File: src/rtl/armleocpu_decode_pkg.sv
// ---------------------------------------------------------------------------
// armleocpu_decode_pkg
//   Shared encodings for the decode stage. These constants mirror the
//   armleocpu_includes.vh definitions:
//     - ARMLEOCPU_E2F_CMD_* : commands from execute that are forwarded to fetch
//     - ARMLEOCPU_OPCODE_*  : RV32I major opcodes (instr[6:0])
//     - EXCEPTION_CODE_*    : mcause exception codes
//     - decode_state_t      : decode FSM state encoding (also on dbg_state)
// ---------------------------------------------------------------------------
package armleocpu_decode_pkg;

  localparam int ARMLEOCPU_E2F_CMD_WIDTH = 2;

  localparam logic [ARMLEOCPU_E2F_CMD_WIDTH-1:0] ARMLEOCPU_E2F_CMD_NONE        = 2'd0;
  localparam logic [ARMLEOCPU_E2F_CMD_WIDTH-1:0] ARMLEOCPU_E2F_CMD_BUBBLE_JUMP = 2'd1;
  localparam logic [ARMLEOCPU_E2F_CMD_WIDTH-1:0] ARMLEOCPU_E2F_CMD_BRANCHTAKEN = 2'd2;
  localparam logic [ARMLEOCPU_E2F_CMD_WIDTH-1:0] ARMLEOCPU_E2F_CMD_FLUSH       = 2'd3;

  localparam logic [6:0] ARMLEOCPU_OPCODE_LUI      = 7'b0110111;
  localparam logic [6:0] ARMLEOCPU_OPCODE_AUIPC    = 7'b0010111;
  localparam logic [6:0] ARMLEOCPU_OPCODE_JAL      = 7'b1101111;
  localparam logic [6:0] ARMLEOCPU_OPCODE_JALR     = 7'b1100111;
  localparam logic [6:0] ARMLEOCPU_OPCODE_BRANCH   = 7'b1100011;
  localparam logic [6:0] ARMLEOCPU_OPCODE_LOAD     = 7'b0000011;
  localparam logic [6:0] ARMLEOCPU_OPCODE_STORE    = 7'b0100011;
  localparam logic [6:0] ARMLEOCPU_OPCODE_OP_IMM   = 7'b0010011;
  localparam logic [6:0] ARMLEOCPU_OPCODE_OP       = 7'b0110011;
  localparam logic [6:0] ARMLEOCPU_OPCODE_MISC_MEM = 7'b0001111;
  localparam logic [6:0] ARMLEOCPU_OPCODE_SYSTEM   = 7'b1110011;

  localparam logic [31:0] EXCEPTION_CODE_INSTRUCTION_ADDR_MISALIGNED = 32'd0;
  localparam logic [31:0] EXCEPTION_CODE_INSTRUCTION_ACCESS_FAULT    = 32'd1;
  localparam logic [31:0] EXCEPTION_CODE_ILLEGAL_INSTRUCTION         = 32'd2;

  typedef enum logic [1:0] {
    DECODE_EMPTY     = 2'd0,
    DECODE_FULL      = 2'd1,
    DECODE_TRAP_WAIT = 2'd2
  } decode_state_t;

endpackage

File: src/rtl/armleocpu_decode_illegal_detect.sv
// ---------------------------------------------------------------------------
// armleocpu_decode_illegal_detect
//   Purely combinational opcode legality check. Flags an instruction whose
//   low two bits are not 2'b11 (compressed / non-32-bit) or whose major
//   opcode is not one of the RV32I base opcodes handled by this core.
//   Only compiled when ARMLEOCPU_DECODE_ILLEGAL_CHECK_EN is defined.
//
//   Ports:
//     i_opcode  in  7 : instr[6:0]
//     o_illegal out 1 : 1 = instruction must trap as illegal
// ---------------------------------------------------------------------------
`ifdef ARMLEOCPU_DECODE_ILLEGAL_CHECK_EN
module armleocpu_decode_illegal_detect
  import armleocpu_decode_pkg::*;
(
  input  logic [6:0] i_opcode,
  output logic       o_illegal
);

  logic w_known_opcode;

  always_comb begin
    w_known_opcode = 1'b0;
    case (i_opcode)
      ARMLEOCPU_OPCODE_LUI,
      ARMLEOCPU_OPCODE_AUIPC,
      ARMLEOCPU_OPCODE_JAL,
      ARMLEOCPU_OPCODE_JALR,
      ARMLEOCPU_OPCODE_BRANCH,
      ARMLEOCPU_OPCODE_LOAD,
      ARMLEOCPU_OPCODE_STORE,
      ARMLEOCPU_OPCODE_OP_IMM,
      ARMLEOCPU_OPCODE_OP,
      ARMLEOCPU_OPCODE_MISC_MEM,
      ARMLEOCPU_OPCODE_SYSTEM: w_known_opcode = 1'b1;
      default:                 w_known_opcode = 1'b0;
    endcase
  end

  // Every base opcode ends in 2'b11, so the explicit size check is redundant
  // with the table but keeps the intent obvious.
  assign o_illegal = (i_opcode[1:0] != 2'b11) || !w_known_opcode;

endmodule
`endif

File: src/rtl/armleocpu_decode.sv
// ---------------------------------------------------------------------------
// armleocpu_decode
//   Single-entry decode stage between fetch and execute. Holds at most one
//   instruction, forwards execute's redirect commands to fetch with zero
//   latency, and parks trapping instructions (fetch fault, interrupt,
//   optionally illegal opcode) in TRAP_WAIT until execute issues a
//   BUBBLE_JUMP to the trap vector.
//
//   Handshake: an instruction moves fetch->decode on a rising edge where
//   f2d_instr_valid=1 and d2f_ready=1. decode->execute: d2e_instr_valid=1
//   presents an instruction; it is consumed on an edge with e2d_ready=1, and
//   all d2e_* outputs stay stable while e2d_ready=0.
//
//   Optional feature macro: ARMLEOCPU_DECODE_ILLEGAL_CHECK_EN enables the
//   illegal-opcode check; otherwise d2e_illegal_instr is tied to 0.
//
//   Ports:
//     clk, rst_n                       clock, synchronous active-low reset
//     f2d_*  in                        instruction + trap tags from fetch
//     d2f_ready, d2f_cmd,
//     d2f_jump_target  out             handshake / redirect to fetch
//     d2e_*  out                       registered instruction + tags to execute
//     e2d_ready, e2d_cmd,
//     e2d_jump_target  in              ready / redirect from execute
//     rs1_addr, rs2_addr out           register-file read addresses
//     dbg_state out                    current FSM state (decode_state_t)
// ---------------------------------------------------------------------------
module armleocpu_decode
  import armleocpu_decode_pkg::*;
(
  input  logic                               clk,
  input  logic                               rst_n,

  input  logic                               f2d_instr_valid,
  input  logic [31:0]                        f2d_instr,
  input  logic [31:0]                        f2d_pc,
  input  logic                               f2d_instr_fetch_exception,
  input  logic [31:0]                        f2d_instr_fetch_exception_cause,
  input  logic                               f2d_interrupt_pending,

  output logic                               d2f_ready,
  output logic [ARMLEOCPU_E2F_CMD_WIDTH-1:0] d2f_cmd,
  output logic [31:0]                        d2f_jump_target,

  output logic                               d2e_instr_valid,
  output logic [31:0]                        d2e_instr,
  output logic [31:0]                        d2e_pc,
  output logic                               d2e_instr_fetch_exception,
  output logic [31:0]                        d2e_instr_fetch_exception_cause,
  output logic                               d2e_interrupt_pending,
  output logic                               d2e_illegal_instr,

  input  logic                               e2d_ready,
  input  logic [ARMLEOCPU_E2F_CMD_WIDTH-1:0] e2d_cmd,
  input  logic [31:0]                        e2d_jump_target,

  output logic [4:0]                         rs1_addr,
  output logic [4:0]                         rs2_addr,

  output logic [1:0]                         dbg_state
);

  decode_state_t r_state;
  logic          r_d2e_instr_valid;
  logic [31:0]   r_d2e_instr;
  logic [31:0]   r_d2e_pc;
  logic          r_d2e_instr_fetch_exception;
  logic [31:0]   r_d2e_instr_fetch_exception_cause;
  logic          r_d2e_interrupt_pending;

  logic          w_accept;
  logic          w_load;
  logic          w_illegal;
  logic          w_trap_tag;
  logic          w_cmd_none;
  logic          w_cmd_bubble_jump;

  assign w_cmd_none        = (e2d_cmd == ARMLEOCPU_E2F_CMD_NONE);
  assign w_cmd_bubble_jump = (e2d_cmd == ARMLEOCPU_E2F_CMD_BUBBLE_JUMP);

  // The slot can take a new instruction when empty, or when the held one is
  // consumed this cycle without a redirect (a redirect makes the incoming
  // instruction wrong-path).
  assign w_accept = (r_state == DECODE_EMPTY) ||
                    ((r_state == DECODE_FULL) && e2d_ready && w_cmd_none);
  assign w_load   = w_accept && f2d_instr_valid;

  // In TRAP_WAIT fetch is drained (ready=1) but whatever it sends is dropped;
  // execute will redirect it to the trap vector.
  assign d2f_ready       = w_accept || (r_state == DECODE_TRAP_WAIT);
  assign d2f_cmd         = e2d_cmd;
  assign d2f_jump_target = e2d_jump_target;

`ifdef ARMLEOCPU_DECODE_ILLEGAL_CHECK_EN
  logic r_d2e_illegal_instr;

  armleocpu_decode_illegal_detect u_illegal_detect (
    .i_opcode  (f2d_instr[6:0]),
    .o_illegal (w_illegal)
  );

  always_ff @(posedge clk) begin
    if (!rst_n) begin
      r_d2e_illegal_instr <= 1'b0;
    end else if (w_load) begin
      r_d2e_illegal_instr <= w_illegal;
    end
  end

  assign d2e_illegal_instr = r_d2e_illegal_instr;
`else
  assign w_illegal         = 1'b0;
  assign d2e_illegal_instr = 1'b0;
`endif

  assign w_trap_tag = f2d_instr_fetch_exception || f2d_interrupt_pending || w_illegal;

  always_ff @(posedge clk) begin
    if (!rst_n) begin
      r_state                           <= DECODE_EMPTY;
      r_d2e_instr_valid                 <= 1'b0;
      r_d2e_instr                       <= 32'd0;
      r_d2e_pc                          <= 32'd0;
      r_d2e_instr_fetch_exception       <= 1'b0;
      r_d2e_instr_fetch_exception_cause <= 32'd0;
      r_d2e_interrupt_pending           <= 1'b0;
    end else if (w_accept) begin
      if (f2d_instr_valid) begin
        r_d2e_instr_valid                 <= 1'b1;
        r_d2e_instr                       <= f2d_instr;
        r_d2e_pc                          <= f2d_pc;
        r_d2e_instr_fetch_exception       <= f2d_instr_fetch_exception;
        r_d2e_instr_fetch_exception_cause <= f2d_instr_fetch_exception_cause;
        r_d2e_interrupt_pending           <= f2d_interrupt_pending;
        r_state <= w_trap_tag ? DECODE_TRAP_WAIT : DECODE_FULL;
      end else begin
        r_d2e_instr_valid <= 1'b0;
        r_state           <= DECODE_EMPTY;
      end
    end else if (r_state == DECODE_FULL) begin
      // Not accepting while FULL means either a stall (hold everything) or a
      // consumed instruction with a redirect (kill the wrong-path fetch).
      if (e2d_ready) begin
        r_d2e_instr_valid <= 1'b0;
        r_state           <= DECODE_EMPTY;
      end
    end else if (r_state == DECODE_TRAP_WAIT) begin
      if (e2d_ready || w_cmd_bubble_jump) begin
        r_d2e_instr_valid <= 1'b0;
      end
      if (w_cmd_bubble_jump) begin
        r_state <= DECODE_EMPTY;
      end
    end else begin
      // Unused encoding: recover to a clean empty slot.
      r_d2e_instr_valid <= 1'b0;
      r_state           <= DECODE_EMPTY;
    end
  end

  // Addresses track whatever d2e_instr will hold next cycle, so register data
  // from the synchronous file lines up with the presented instruction.
  assign rs1_addr = w_accept ? f2d_instr[19:15] : r_d2e_instr[19:15];
  assign rs2_addr = w_accept ? f2d_instr[24:20] : r_d2e_instr[24:20];

  assign d2e_instr_valid                 = r_d2e_instr_valid;
  assign d2e_instr                       = r_d2e_instr;
  assign d2e_pc                          = r_d2e_pc;
  assign d2e_instr_fetch_exception       = r_d2e_instr_fetch_exception;
  assign d2e_instr_fetch_exception_cause = r_d2e_instr_fetch_exception_cause;
  assign d2e_interrupt_pending           = r_d2e_interrupt_pending;
  assign dbg_state                       = r_state;

endmodule
File: config.mk
export PLATFORM = sky130hd
export DESIGN_NAME = armleocpu_decode
export DESIGN_NICKNAME = d
export VERILOG_FILES = /design/src/rtl/armleocpu_decode_pkg.sv /design/src/rtl/armleocpu_decode_illegal_detect.sv /design/src/rtl/armleocpu_decode.sv
export SDC_FILE = /design/constraint.sdc
export NUM_CORES = 1
export LEC_CHECK = 0
export ABC_AREA = 1
export CAP_MARGIN = 5
export CORE_MARGIN = 4
export CORE_UTILIZATION = 38
export CTS_BUF_LIST = sky130_fd_sc_hd__clkbuf_4
export DETAILED_ROUTE_END_ITERATION = 10
export MAX_ROUTING_LAYER = met4
export PLACE_DENSITY = 0.8
export RECOVER_POWER = 100
export SYNTH_ARGS = -nofsm -noshare
export SYNTH_HDL_FRONTEND = slang
export SYNTH_HIERARCHICAL = 1
export SYNTH_SLANG_ARGS = --single-unit
File: constraint.sdc
create_clock -name clk -period 1.6 [get_ports clk]
set_input_delay 0.48 -clock clk [delete_from_list [all_inputs] [get_ports clk]]
set_output_delay 0.48 -clock clk [all_outputs]
set_load 0.03 [all_outputs]
After elaboration in Yosys (flattened, before gate mapping)
Index checks and enable logic that the tools add are counted.
{ "word_totals": {"in_bits": 136, "regBits": 101, "output_inout_bits": 147, "wordCells": 39} }
{ "classes": {"mux": 15, "n_eq_ne": 6, "reduce_logical": 11} }
{ "ops": {"columns": ["op", "n"], "rows": [
  ["$mux 2", 7],
  ["$mux 5", 2],
  ["$mux 1", 6],
  ["$reduce_and 2->1", 3],
  ["$eq 2x1->1 const B", 2],
  ["$logic_not 2->1", 2],
  ["$logic_or 1x1->1", 4],
  ["$ne 4x3->1 const B", 1],
  ["$ne 4x4->1 const B", 1],
  ["$ne 3x3->1 const B", 1],
  ["$eq 2x2->1 const B", 1],
  ["$logic_and 1x1->1", 2]
]} }

Depth between registers and ports, before layout
{ "logic_depth": {"depth_word": 6, "mapped_depth": 9, "depth_no_buf": 7} }

Worst setup path after synthesis
Ideal clock, no wire load.
{ "synth_path": {"path_type": "in2out", "startpoint": "input e2d_cmd[0]", "endpoint": "output rs1_addr[0]", "setup_slack_ns": -0.522, "path_stages": 6, "path_buffers": 1, "arrival_ns": 1.642, "required_ns": 1.120, "cell_sequence": "nor2_1 nand2_1 nand2_2 nand2_1 clkbuf_1 o21ai_0"} }
{ "synth_via": {"elab_chain_cells": 4} }
{ "synth_lines": {"columns": ["item", "line", "text"], "rows": [
  ["from (decl)", "armleocpu_decode.sv:54", "input logic [ARMLEOCPU_E2F_CMD_WIDTH-1:0] e2d_cmd,"],
  ["$logic_not 2->1", "armleocpu_decode.sv:78", "assign w_cmd_none = (e2d_cmd == ARMLEOCPU_E2F_CMD_NONE);"],
  ["$logic_and 1x1->1", "armleocpu_decode.sv:85", "((r_state == DECODE_FULL) && e2d_ready && w_cmd_none);"],
  ["$logic_or 1x1->1", "armleocpu_decode.sv:84", "assign w_accept = (r_state == DECODE_EMPTY) ||"],
  ["$mux 5", "armleocpu_decode.sv:163", "assign rs1_addr = w_accept ? f2d_instr[19:15] : r_d2e_instr[19:15];"],
  ["to (decl)", "armleocpu_decode.sv:57", "output logic [4:0] rs1_addr,"]
]} }
No other way between the ends.

Final worst setup path
{ "layout_path": {"startpoint": "input e2d_ready", "endpoint": "output rs1_addr[4]"} }
{ "layout_via": {"elab_chain_cells": 4} }
{ "layout_lines": {"columns": ["item", "line", "text"], "rows": [
  ["from (decl)", "armleocpu_decode.sv:53", "input logic e2d_ready,"],
  ["$logic_and 1x1->1 (2 in series)", "armleocpu_decode.sv:85", null],
  ["$logic_or 1x1->1", "armleocpu_decode.sv:84", null],
  ["$mux 5", "armleocpu_decode.sv:163", null]
]} }
No other way between the ends.

==> results.ini <==
[timing]
final-setup-viol-count=12
hold_viol_final=0
clock.fmax_mhz=520
rsz0062_at_grt=yes
period_needed_ns=1.92
report.final.slew_viol_count=0
period_share_pct=120
fin_skew_ns=0.0295
worst_slack_ns=-0.322

[routing]
drtAntennaViolNets=0
wl_um=16500
first_pass_iters=4
route.vias.total=5709
drt_iter0_markers=321
drc=0
via_per_inst=4.41
wire_per_inst_um=12.7

[synth]
syn_nets=1060
syn_avg_cell_area_um2=6.02
synth_area_leaders=dfxtp_1, inv_1, nand2_1
synthTopCellsByCount=inv_1, nand2_1, dfxtp_1
yosysTopAreaCell=dfxtp_1
ys_ff_latch=101
ys_types=18
synthFlopType=dfxtp_1
ys_warn_count=6
syn_area_um2=5560
synth.most_common_cell=inv_1
synth-edff-count=0
synth_top_area_share_pct=36.4
syn_inst=924
async_flop_share_pct=0
ys_seq_area_share_pct=36.4

[pwr]
p_sw_mw=2.46
power_mw=7.03
swShare_pct=35.0
cellLeakagePower_nw=4.72
comb_power_share_pct=34.9
internal_power_mw=4.56
pwr-share-seq_pct=41.0
ir_drop_mv=0.382
p_clk_share_pct=24.1
power_density_nw_per_um2=877

[finish]
area_growth_pct=44.1
fin_util_pct=56.8
drive_above_1_share_pct=20.8
num-fill-cells=1311
n_antenna_cell=0
layout.nets=1246

[worst_setup_path]
cpMostUsedCell=nand2_2
crit_fanout=5
critical_path_buf_inv_count=3
critical-path-top-delay-family=buffers and inverters
crit_required_ns=1.12
reg2reg_setup_slack_ns=0.06
path_cells=dlygate4sd2_1 > nand2_2 > nand2_4 > nand2_8 > buf_16 > nand2_2 > o21ai_4 > buf_6
worstSetupPathType=input port to primary output
slowest_stage=dlygate4sd2_1
endpoint_kind=primary output
max_stage_delay_ns=0.25
start_kind=input port
cp.arrival_ns=1.44
crit_start=e2d_ready
reg2reg_from=dbg_state[1]

[worst_hold_path]
hp-start=rst_n
hold_class=input port to flip-flop

[die]
num_rows=43
die_w_um=129
start_util_pct=39.4
core_um2=14100
ios=283
die_h_um=129
die_area_um2=16600

[global_routing]
antenna_found_initial=0
busiest_layer=met2
use_met1_pct=24.8
grt_use_total_pct=20.2
global_route.overflow_total=0
grt_max_degree=44
grt_pass1_vias=5241
grt_pass1_wl_um=26000
use_met2_pct=31.9
grt_use_met3_pct=4.36

[clock_network]
numCtsBuffers=9
htreeDepth=3
clk_pin_slew_ns=0.16
clkLatencyLatePin_ns=0.47
tritoncts=built
hold_buffers=0
clock_sinks=101
clockBufferDepth=2
root_buffer=clkbuf_4

[run_status]
outcome=complete, but fails checks
violations=setup timing

[run]
max-cap-violations=0

[placement]
dp_hpwl_um=11500
gp_congestion=0.808
portBuffers=217
pre_cts_slack_ns=-0.715

[what timing repair did]
item                                    in CTS  in global routing
pin swaps                                    7                  2
resized for setup                          515                 33
cloned                                       3                  0
setup buffers                                3                  2
endpoints found under the setup margin     207                 30
[sequential cells by signal (all words and copies together), names as in the netlist]
name and count:
d2e_instr_fetch_exception 1, d2e_pc 32, d2e_instr_fetch_exception_cause 32, dbg_state 2, d2e_instr_valid 1, d2e_interrupt_pending 1
d2e_instr 32
[metrics by stage]
step	std cells	TNS, ns	area, um2	hold WS (ns)
after detailed placement	1272	-72.63	8020	0.454
final	1294	-3.29	8010	0.315
after global routing	1294	-4.24	8010	0.272
after CTS	1292	-3.58	7930	0.270
after floorplan	924	-0.919	5710	0.583
after global placement	1272	-71.26	8020	0.448
[final cells by class]
type | instances | area (um2) | area share [%]
Tap cell | 180 | 225 | 2.81
Inverter | 299 | 1130 | 14.1
Sequential cell | 101 | 2040 | 25.5
Clock inverter | 5 | 108 | 1.34
Clock buffer | 10 | 75.1 | 0.937
Multi-Input combinational cell | 433 | 2100 | 26.3
Timing Repair Buffer | 266 | 2330 | 29.1
[worst paths after layout]
check	end	cells past startpoint
max	rs1_addr[4]	8
min	d2e_instr_fetch_exception_cause[24]	3
max reg2reg	d2e_instr_valid	10
min reg2reg	d2e_instr_valid	2
[layer usage]
metal / up-vias / wire length [um]
li1: 2987 / -
met1: 2515 / 7260
met2: 173 / 7690
met3: 34 / 1140
met4: 0 / 416
met5: - / 0
[kinds of logic (layout without fill, tap and decap cells)]
| family | count (synthesis) | count (layout) | synth area share, % |
|---|---|---|---|
| AO/OA/AOI/OAI | 15 | 15 | 1.35 |
| AND/OR/NAND/NOR | 417 | 417 | 33.0 |
| buffers and inverters | 390 | 580 | 29.2 |
| other | 1 | 1 | 0.0675 |
| flip-flops | 101 | 101 | 36.4 |
[power groups by stage]
stage / combinational [mW] / clock [mW] / sequential, mW
after detailed placement: 2.52 / 0 / 2.93
after CTS: 2.44 / 1.77 / 2.87
after global routing: 2.69 / 1.87 / 2.91
after global placement: 2.50 / 0 / 2.92
after floorplan: 1.13 / 0 / 3.38
final: 2.45 / 1.70 / 2.88
[worst min-delay path, cell delays in order]
cell and delay [ns]:
buf_4 0.17, nand2_1 0.08, nor2_1 0.03
[cell usage in the layout, fill, tap and decap left out, types with 2 or more instances in the layout]
| cell | n |
|---|---|
| buf_4 | 36 |
| buf_6 | 17 |
| clkbuf_4 | 24 |
| a21oi_1 | 4 |
| o21ai_4 | 11 |
| inv_2 | 10 |
| nand2_4 | 3 |
| clkdlybuf4s50_1 | 98 |
| clkinv_4 | 2 |
| nand3_1 | 4 |
| buf_12 | 13 |
| buf_16 | 3 |
| dfxtp_1 | 88 |
| nand4_1 | 98 |
| buf_2 | 79 |
| inv_1 | 288 |
| nand2_2 | 9 |
| nor2_1 | 98 |
| clkbuf_2 | 3 |
| nand2_1 | 200 |
| dfxtp_2 | 12 |
| bufinv_16 | 3 |
Power figures use the tool's default switching activity.
